File: src/rtl/instr_fetch_unit.sv
// Fetch stage: owns the PC, reads the combinational instruction ROM and queues
// {instr, pc, fault} entries in a small FIFO that feeds decode over valid/ready.
module instr_fetch_unit #(
    parameter logic [31:0] RESET_PC = 32'h0000_0000,
    parameter int          ROM_SIZE = 64,
    parameter int          DEPTH    = 2
) (
    input  logic        clk,
    input  logic        rst,
    output logic [31:0] imem_addr,
    input  logic [31:0] imem_rdata,
    input  logic        redirect_valid,
    input  logic [31:0] redirect_pc,
    output logic        out_valid,
    input  logic        out_ready,
    output logic [31:0] out_instr,
    output logic [31:0] out_pc,
    output logic        out_fault
);

    localparam int          PTR_W     = $clog2(DEPTH);
    localparam int          CNT_W     = PTR_W + 1;
    localparam logic [31:0] ROM_WORDS = 32'(ROM_SIZE);
    localparam logic [31:0] NOP_INSTR = 32'h0000_0013;
    localparam logic [CNT_W-1:0] FULL_COUNT = CNT_W'(DEPTH);

    logic [31:0]      pc_q, pc_d;
    logic [PTR_W-1:0] rd_ptr_q, rd_ptr_d;
    logic [PTR_W-1:0] wr_ptr_q, wr_ptr_d;
    logic [CNT_W-1:0] count_q, count_d;

    logic [31:0] instr_mem [DEPTH];
    logic [31:0] pc_mem    [DEPTH];
    logic        fault_mem [DEPTH];

    logic        push;
    logic        pop;
    logic [31:0] word_idx;
    logic        fetch_fault;
    logic [31:0] fetch_instr;

    // Only the word-aligned part of a redirect target is meaningful.
    logic unused_redirect_lsb;
    assign unused_redirect_lsb = ^redirect_pc[1:0];

    assign word_idx    = {2'b00, pc_q[31:2]};
    assign imem_addr   = word_idx;
    assign fetch_fault = (word_idx >= ROM_WORDS);
    assign fetch_instr = fetch_fault ? NOP_INSTR : imem_rdata;

    assign out_valid = (count_q != '0);
    assign pop       = out_valid & out_ready;
    // A full FIFO still accepts a new word when the head leaves in the same cycle.
    assign push      = !redirect_valid && ((count_q < FULL_COUNT) || pop);

    always_comb begin
        pc_d     = pc_q;
        rd_ptr_d = rd_ptr_q;
        wr_ptr_d = wr_ptr_q;
        count_d  = count_q;
        if (redirect_valid) begin
            pc_d     = {redirect_pc[31:2], 2'b00};
            rd_ptr_d = '0;
            wr_ptr_d = '0;
            count_d  = '0;
        end else begin
            if (push) begin
                pc_d     = pc_q + 32'd4;
                wr_ptr_d = wr_ptr_q + PTR_W'(1);
            end
            if (pop) begin
                rd_ptr_d = rd_ptr_q + PTR_W'(1);
            end
            count_d = count_q + CNT_W'(push) - CNT_W'(pop);
        end
    end

    always_ff @(posedge clk) begin
        if (rst) begin
            pc_q     <= {RESET_PC[31:2], 2'b00};
            rd_ptr_q <= '0;
            wr_ptr_q <= '0;
            count_q  <= '0;
        end else begin
            pc_q     <= pc_d;
            rd_ptr_q <= rd_ptr_d;
            wr_ptr_q <= wr_ptr_d;
            count_q  <= count_d;
        end
    end

    // Payload storage needs no reset: entries are only exposed while count is non-zero.
    always_ff @(posedge clk) begin
        if (push) begin
            instr_mem[wr_ptr_q] <= fetch_instr;
            pc_mem[wr_ptr_q]    <= pc_q;
            fault_mem[wr_ptr_q] <= fetch_fault;
        end
    end

    assign out_instr = out_valid ? instr_mem[rd_ptr_q] : 32'h0;
    assign out_pc    = out_valid ? pc_mem[rd_ptr_q]    : 32'h0;
    assign out_fault = out_valid ? fault_mem[rd_ptr_q] : 1'b0;

endmodule
File: config.mk
export PLATFORM = sky130hd
export DESIGN_NAME = instr_fetch_unit
export DESIGN_NICKNAME = d
export VERILOG_FILES = /design/src/rtl/instr_fetch_unit.sv
export SDC_FILE = /design/constraint.sdc
export NUM_CORES = 1
export LEC_CHECK = 0
export ABC_AREA = 1
export BUFFER_PORTS_ARGS = -buffer_cell sky130_fd_sc_hd__buf_2
export CAP_MARGIN = 20
export CORE_MARGIN = 2
export CORE_UTILIZATION = 24
export CTS_CLUSTER_DIAMETER = 40
export DETAILED_ROUTE_END_ITERATION = 8
export MAX_ROUTING_LAYER = met4
export REMOVE_ABC_BUFFERS = 1
export SYNTH_ARGS = -nofsm -noshare
export SYNTH_HDL_FRONTEND = slang
export SYNTH_SLANG_ARGS = --single-unit
File: constraint.sdc
create_clock -name clk -period 7.71 [get_ports clk]
set_input_delay 1.9275 -clock clk [delete_from_list [all_inputs] [get_ports clk]]
set_output_delay 1.9275 -clock clk [all_outputs]
set_load 0.05 [all_outputs]
==> results of run 1 <==
[flip-flops by register name, indices dropped and copies added, names as in the netlist, named ones only]
register and flops:
fault_mem 2, instr_mem 64, pc_q 30, rd_ptr_q 1
count_q 2, wr_ptr_q 1, pc_mem 60
[worst paths after layout]
| kind | startpoint | endpoint | slack, ns |
|---|---|---|---|
| worst max-delay path | redirect_valid | instr_mem[0][30] | 3.36 |
| worst min register to register | wr_ptr_q | wr_ptr_q | 0.52 |
| worst min-delay path | wr_ptr_q | wr_ptr_q | 0.52 |
| worst max register to register | count_q[1] | instr_mem[0][30] | 5.05 |
[layout by cell type (no fill, tap or decap), types with 2 or more instances in the layout]
master        n
a31oi_1       8
buf_2       159
or2_2         4
bufinv_16     2
nand3b_1      2
nand3_1      34
o21ai_2       8
xnor2_1       3
conb_1        4
nor2_4       11
nand2_4       3
nor3b_1       2
clkbuf_1      2
clkbuf_16    17
inv_1        83
clkinvlp_4    6
xor2_1        3
a21oi_2       8
nor2_2        7
o21ai_0      15
dfxtp_1      34
ha_1          4
nor4_1        3
nor2_1       62
nand4_1       6
inv_6         4
o221ai_1      2
nand2_1     238
buf_4         6
edfxtp_1    126
a21oi_1      80
inv_2         2
nor3_2        2
nand2_2       7
[through the flow]
stage,area [sq um],hold slack [ns],instances
2_1_floorplan,7350,0.459,773
3_3_place_gp,8710,0.503,1334
3_5_place_dp,8710,0.511,1334
4_1_cts,9290,0.521,1366
5_1_grt,9290,0.574,1367
6_report,9290,0.520,1367
[logic make-up (layout without fill, tap and decap cells)]
logic type	after synthesis	count (layout)
buffers and inverters	124	284
adder cells (fa/ha/maj)	4	4
XOR/XNOR	6	6
AND/OR/NAND/NOR	384	384
other	1	5
AO/OA/AOI/OAI	127	127
flip-flops	161	161
[synthesized netlist by cell type (2+ instances only)]
cell / instances / area (sq um)
buf_2: 6 / 30.0
o21ai_0: 15 / 75.1
clkbuf_1: 17 / 63.8
edfxtp_1: 126 / 3780
nand2_2: 7 / 43.8
nor3_2: 2 / 20.0
nor2_1: 64 / 240
a21oi_1: 80 / 400
o21ai_2: 8 / 70.1
xnor2_1: 3 / 26.3
dfxtp_1: 35 / 701
nand2_1: 238 / 893
nor3b_1: 2 / 15.0
inv_1: 83 / 312
buf_6: 2 / 22.5
a31oi_1: 8 / 50.1
buf_4: 4 / 30.0
buf_1: 7 / 26.3
inv_2: 2 / 7.51
nand3_1: 34 / 170
o221ai_1: 2 / 17.5
xor2_1: 3 / 26.3
or2_2: 4 / 25.0
nand3b_1: 2 / 15.0
a21oi_2: 8 / 70.1
nand4_1: 6 / 37.5
nor2_2: 7 / 43.8
ha_1: 4 / 50.1
nor2_4: 9 / 101
nor4_1: 3 / 18.8
nand2_4: 3 / 33.8
[power by group]
part	internal, mW	switching [mW]	leakage (nW)	total [mW]
Combinational	0.0644	0.212	2.06	0.276
Clock	0.483	0.359	0.265	0.842
Sequential	0.978	0.0321	1.49	1.01
Total	1.53	0.603	3.82	2.13
[cell type report]
type                            instances  area share
Clock inverter                         13      0.0163
Antenna cell                            1    0.000269
Timing Repair Buffer                  165      0.0905
Inverter                               87      0.0358
Clock buffer                           19      0.0466
Sequential cell                       161       0.483
Multi-Input combinational cell        525       0.275
Tap cell                              396      0.0533
[routing by layer]
| metal | share of wire | up-vias |
|---|---|---|
| li1 | - | 2956 |
| met1 | 0.45 | 2774 |
| met2 | 0.50 | 138 |
| met3 | 0.046 | 17 |
| met4 | 0.0099 | 0 |
| met5 | 0 | - |
[worst min-delay path: cells and delay by family, from the launching register on]
family          cells  cell delay [ns]
compound gates      1             0.06
simple gates        1             0.07
flops               1             0.34
==> impl_metrics.tcl, run 1 <==
set metrics [dict create \
    status "complete, no violations" \
    die-area_sq_um 32800 \
    wire_per_inst_microns 15.5 \
    syn_avg_cell_area_sq_um 9.33 \
    yosys_warnings 0 \
    crit_fanout 46 \
    synthFlopType "edfxtp_1" \
    syn_inst 807 \
    critPathTopFamily "buffers and inverters" \
    synth_compound_area_frac 0.0970 \
    fin_util 0.302 \
    slew_viol_final 0 \
    cp.arrival_ns 4.40 \
    synth_seq_area_share 0.595 \
    htree_num_levels 4 \
    cts_resized 0 \
    fp.coreArea_sq_um 30700 \
    yosys.area_share.simple 0.224 \
    layout.nets 1029 \
    finalClockSkew_ns 0.0199 \
    overflow 0 \
    num_rows 64 \
    crit_buf_inv 3 \
    multiInputGateArea_sq_um 2550 \
    syn2layout_area_growth_pct 23.4 \
    grt_pass1_wl_mm 32.5 \
    die_width_microns 181 \
    io_pins 166 \
    detailed_place_hpwl_mm 14.3 \
    crit_chain "buf_2 -> inv_1 -> nand2_4 -> nor2_4 -> buf_4" \
    cp_slowest_cell "inv_1" \
    setup_viol 0 \
    first_pass_iters 4 \
    synth_top_family_by_area "simple AND/OR/NAND/NOR gates" \
    rsz0062_at_grt "false" \
    crit_path_start_kind "input port" \
    power.static_leakage_nw 3.82 \
    first_iter_violations 370 \
    crit_path_end_kind "register" \
    muxShareOfSynthArea 0 \
    max-slew-margin-rel 0.477 \
    dp_slack_ns 2.85 \
    setup_slack_ns 3.36 \
    crit_required_ns 7.76 \
    ir_drop_v 0.000149 \
    hold_viol 0 \
    path_class "in -> reg" \
    fmax_mhz 230 \
    worst_pin_slew_ns 0.784 \
    power.density_nw_per_um2 229 \
    postSynth.asyncResetShare 0 \
    die_h_microns 181 \
    syn_area_sq_um 7530 \
    grt_use_total 0.134 \
    synthAdderAreaFrac 0.00665 \
    seqCellArea_sq_um 4490 \
    clockRootBuffer "clkbuf_16" \
    grt_pass1_vias 5619 \
    clkTransAtPathRegs_ns 0.06 \
    final.setup.tns_ns 0 \
    synth_edf_count 126 \
    drv_cap 0 \
    min_delay_path_depth 2 \
    viasPerCell 4.31 \
    cts_tree "built" \
    wl_mm 21.2 \
    clk_latency_ns 0.43 \
    ys_ff_latch 161 \
    ant_nets 0 \
    start_util 0.245 \
    fillers 3272 \
    place.gp.congestion 0.864 \
    hold_buffers 0 \
    grt_max_degree 64 \
    critPathMaxStageDelay_ns 0.65 \
    drc 0 \
    synth_xor_area_frac 0.00698 \
    post-route-period-util 0.565 \
    cts_buffer_depth 2 \
    power_mw 2.13 \
    layout-drive-gt1-share 0.260 \
    post_cts_buffers 0 \
    use_met3 0.0329 \
    antenna_found_initial 1 \
    r2r_cells 5 \
    gr-max-usage-layer "met2" \
    gr-usage-met1 0.163 \
    ys_types 44 \
    port_buffers 159 \
    cts_buffers 17 \
    num_vias 5885 \
    worst-path-stages 5 \
    cts.sinks 161 \
    layout_min_cycle_time_ns 4.35 \
    hold_class "reg -> reg" \
    grtUsageMet2 0.223 \
]
(Power assumes the default switching activity.)
==> inputs of run 2 (changes only) <==
Clock period 7.71 ns to 3.7 ns, I/O delays scaled along.
==> impl_metrics.tcl, run 2 (same netlist as run 1, synthesis figures left out) <==
set metrics [dict create \
    status "complete, no violations" \
    switching_share 0.280 \
    grt_use_total 0.135 \
    die_width_microns 181 \
    power_switching_mw 1.27 \
    clockRootBuffer "clkbuf_16" \
    htree_num_levels 4 \
    power.static_leakage_nw 3.89 \
    post-route-period-util 0.877 \
    power_frac_comb 0.131 \
    layout-drive-gt1-share 0.268 \
    reg_top3 "instr_mem: 64 flops, pc_mem: 60 flops, pc_q: 30 flops" \
    power_frac_clock 0.404 \
    final_cell_mix "238 x nand2_1, 159 x buf_2, 126 x edfxtp_1" \
    die-area_sq_um 32800 \
    grt_pass1_vias 5744 \
    fp.coreArea_sq_um 30700 \
    crit_path_end_kind "primary output" \
    die_h_microns 181 \
    r2r_cells 9 \
    setup_viol 0 \
    path_class "reg -> out" \
    cts.sinks 161 \
    crit_required_ns 2.77 \
    rsz0062_at_grt "false" \
    post_cts_buffers 0 \
    cp_slowest_cell "dfxtp_2" \
    layout_min_cycle_time_ns 3.24 \
    grt_pass1_wl_mm 32.9 \
    seqCellArea_sq_um 4490 \
    place.gp.congestion 0.861 \
    final.setup.tns_ns 0 \
    cts_buffer_depth 2 \
    num_rows 64 \
    p_int_mw 3.25 \
    antenna_found_initial 3 \
    wl_mm 21.4 \
    critPathMaxStageDelay_ns 0.69 \
    holdWs_ns 0.520 \
    io_pins 166 \
    cp.arrival_ns 2.32 \
    finalClockSkew_ns 0.0122 \
    start_util 0.245 \
    slew_viol_final 0 \
    cts_resized 0 \
    setup_slack_ns 0.456 \
    layout.nets 1039 \
    crit_fanout 38 \
    hold_buffers 0 \
    fmax_mhz 308 \
    largest_register "instr_mem" \
    syn2layout_area_growth_pct 24.9 \
    crit_chain "buf_4 -> nand2_1 -> a21oi_1 -> buf_2" \
    power.density_nw_per_um2 480 \
    port_buffers 159 \
    cts_tree "built" \
    fin_util 0.306 \
    overflow 0 \
    ant_nets 0 \
    multiInputGateArea_sq_um 2550 \
    power_mw 4.52 \
    num_vias 5931 \
    fillers 3231 \
    max-slew-margin-rel 0.461 \
    worst_pin_slew_ns 0.807 \
    first_iter_violations 345 \
    wire_per_inst_microns 15.5 \
    first_pass_iters 4 \
    clkTransAtPathRegs_ns 0.06 \
    hold_viol 0 \
    dp_slack_ns 0.777 \
    min_delay_path_depth 2 \
    crit_path_start_kind "register" \
    seqPwrFrac 0.466 \
    hold_class "reg -> reg" \
    cts_buffers 17 \
    detailed_place_hpwl_mm 14.8 \
    drv_cap 0 \
    ir_drop_v 0.000299 \
    viasPerCell 4.30 \
    clk_latency_ns 0.42 \
    largest_register_ffs 64 \
    grt_max_degree 46 \
    final_common_cell "nand2_1" \
    drc 0 \
]
-- run 2: changes by cell type in the layout (fill, tap and decap cells not counted), sizes merged --
cell      before  now
buf          165  175
bufinv         2    3
clkbuf        19   17
clkinv         2    5
clkinvlp       6    3
diode          1    3
inv           90   91
-- run 2: area by class of cell --
class | instances | share of cell area
antenna | 3 | 0.000798
clock buffer | 17 | 0.0452
clock inverter | 15 | 0.0190
inverter | 87 | 0.0354
multi-input combinational | 525 | 0.271
sequential | 161 | 0.477
tap | 396 | 0.0527
timing repair buffer | 175 | 0.0987
-- run 2: worst max-delay path: cells and delay by family, from the launching register on --
family	cells	cell delay, ns
compound gates	1	0.25
buf+inv	2	0.83
flops	1	0.69
simple gates	1	0.10
-- run 2: stage by stage --
step	area, sq um	instances
6_report	9410	1379
3_3_place_gp	8790	1344
3_5_place_dp	8790	1344
2_1_floorplan	7350	773
5_1_grt	9410	1379
4_1_cts	9400	1376
-- run 2: power groups by stage --
stage | clock network [mW] | logic (mW) | registers (mW)
3_5_place_dp | 0 | 0.596 | 2.14
5_1_grt | 1.94 | 0.640 | 2.11
2_1_floorplan | 0 | 0.331 | 2.20
3_3_place_gp | 0 | 0.592 | 2.14
4_1_cts | 1.88 | 0.598 | 2.10
6_report | 1.82 | 0.590 | 2.10
-- run 2: final timing paths --
path	start	slack [ns]	end
worst min register to register	wr_ptr_q	0.52	wr_ptr_q
worst max-delay path	register	0.46	out_pc[12]
worst min-delay path	wr_ptr_q	0.52	wr_ptr_q
worst max register to register	count_q[1]	1.21	count_q[1]
-- run 2: metal layers --
layer  GRT usage  vias up  routed length (microns)
met5           -        -                        0
met2       0.219      134                    10400
li1            -     2984                        -
met3      0.0385       18                     1240
met1       0.162     2795                     9390
met4      0.0442        0                      369
==> inputs of run 3 (changes only) <==
Settings changed: RECOVER_POWER set to 50.
==> impl_metrics.tcl, run 3 (same netlist as run 1, synthesis figures left out) <==
set metrics [dict create \
    status "complete, no violations" \
    wl_mm 21.4 \
    rsz0062_at_grt "false" \
    reg2reg_from "count_q[1]" \
    final.setup.tns_ns 0 \
    die_width_microns 181 \
    clkTransAtPathRegs_ns 0.06 \
    cp_slowest_cell "dfxtp_2" \
    die_h_microns 181 \
    post-route-period-util 0.877 \
    critPathMaxStageDelay_ns 0.69 \
    port_buffers 159 \
    r2r_cells 6 \
    setup_viol 0 \
    num_rows 64 \
    cts_buffer_depth 2 \
    crit_buf_inv 2 \
    ir_drop_v 0.000300 \
    worst_pin_slew_ns 1.18 \
    ant_nets 0 \
    first_iter_violations 375 \
    crit_path_end_kind "primary output" \
    gr-usage-met1 0.162 \
    place.gp.congestion 0.861 \
    dp_slack_ns 0.777 \
    first_pass_iters 5 \
    viasPerCell 4.31 \
    reg_top3 "instr_mem: 64 flops, pc_mem: 60 flops, pc_q: 30 flops" \
    crit_required_ns 2.77 \
    power.static_leakage_nw 3.73 \
    htree_num_levels 4 \
    crit_fanout 38 \
    cts.sinks 161 \
    wire_per_inst_microns 15.5 \
    critPathTopFamily "buffers and inverters" \
    hp-start "wr_ptr_q" \
    fp.coreArea_sq_um 30700 \
    use_met3 0.0385 \
    cts_tree "built" \
    overflow 0 \
    dp.cells 1344 \
    layout_min_cycle_time_ns 3.24 \
    fin_util 0.302 \
    cts_resized 0 \
    detailed_place_hpwl_mm 14.8 \
    io_pins 166 \
    largest_register "instr_mem" \
    cp.arrival_ns 2.32 \
    finalClockSkew_ns 0.0129 \
    start_util 0.245 \
    grt_use_total 0.135 \
    setup_slack_ns 0.456 \
    num_vias 5942 \
    drv_cap 0 \
    crit_path_start_kind "register" \
    syn2layout_area_growth_pct 23.2 \
    hold_class "reg -> reg" \
    layout.nets 1039 \
    drc 0 \
    r2r_slack_ns 0.57 \
    whs_endpoint "wr_ptr_q" \
    final_common_cell "nand2_1" \
    die-area_sq_um 32800 \
    clk_latency_ns 0.42 \
    fmax_mhz 308 \
    hold_buffers 0 \
    power.density_nw_per_um2 485 \
    grt_max_degree 46 \
    antenna_found_initial 3 \
    grt_pass1_vias 5744 \
    clockRootBuffer "clkbuf_16" \
    grtUsageMet2 0.219 \
    path_class "reg -> out" \
    gr-max-usage-layer "met2" \
    min_delay_path_depth 2 \
    layout-drive-gt1-share 0.218 \
    r2r-end "instr_mem[0][22]" \
    post_cts_buffers 0 \
    grt_pass1_wl_mm 32.9 \
    cts_buffers 17 \
    slew_viol_final 0 \
    hold_viol 0 \
    stdcell_count 1379 \
    crit_chain "buf_4 -> nand2_1 -> a21oi_1 -> buf_2" \
    largest_register_ffs 64 \
    max-slew-margin-rel 0.215 \
    final_cell_mix "240 x nand2_1, 129 x buf_2, 126 x edfxtp_1" \
]
[run 3: changes by cell type in the layout (fill, tap and decap cells not counted), sizes merged]
cell,change
clkbuf,+36
clkinvlp,+1
clkinv,-1
buf,-36
[run 3: metrics by stage]
step                      instance area, sq um  hold slack (ns)  total power [mW]
final                                     9280            0.488              4.50
after detailed placement                  8790            0.515              2.74
after global routing                      9280            0.514              4.69
after floorplan                           7350            0.459              2.53
after global placement                    8790            0.506              2.73
after CTS                                 9400            0.526              4.58
[run 3: final cells by class]
cell class / count / area (sq um)
antenna: 3 / 7.51
clock buffer: 17 / 425
clock inverter: 15 / 179
fill: 3279 / 21500
inverter: 87 / 333
multi-input combinational: 525 / 2480
sequential: 161 / 4490
tap: 396 / 495
timing repair buffer: 175 / 868
[run 3: worst min-delay path, delay by kind of cell, from the launching register on]
kind,cells,cell delay (ns)
compound gates,1,0.06
flops,1,0.32
simple gates,1,0.06
[run 3: worst max path at each step]
stage               slack (ns)            from  cells after the start           end
finish                    0.46        register                      4    out_pc[12]
global placement          0.78        register                      4    out_pc[12]
detailed placement        0.78        register                      4    out_pc[12]
floorplan                -0.94  redirect_valid                      3  fault_mem[0]
CTS                       0.31        register                      4    out_pc[12]
global route              0.17      count_q[1]                     10      pc_q[17]
[run 3: per-layer routing]
metal / wire length, microns / vias to the layer above
li1: - / 2986
met1: 9260 / 2790
met2: 10500 / 150
met3: 1280 / 16
met4: 344 / 0
met5: 0 / -
[run 3: where the power goes]
group          switching, mW  total (mW)  internal [mW]
logic                  0.441       0.574          0.133
registers             0.0652        2.10           2.04
clock network          0.756        1.83           1.07
total                   1.26        4.50           3.24
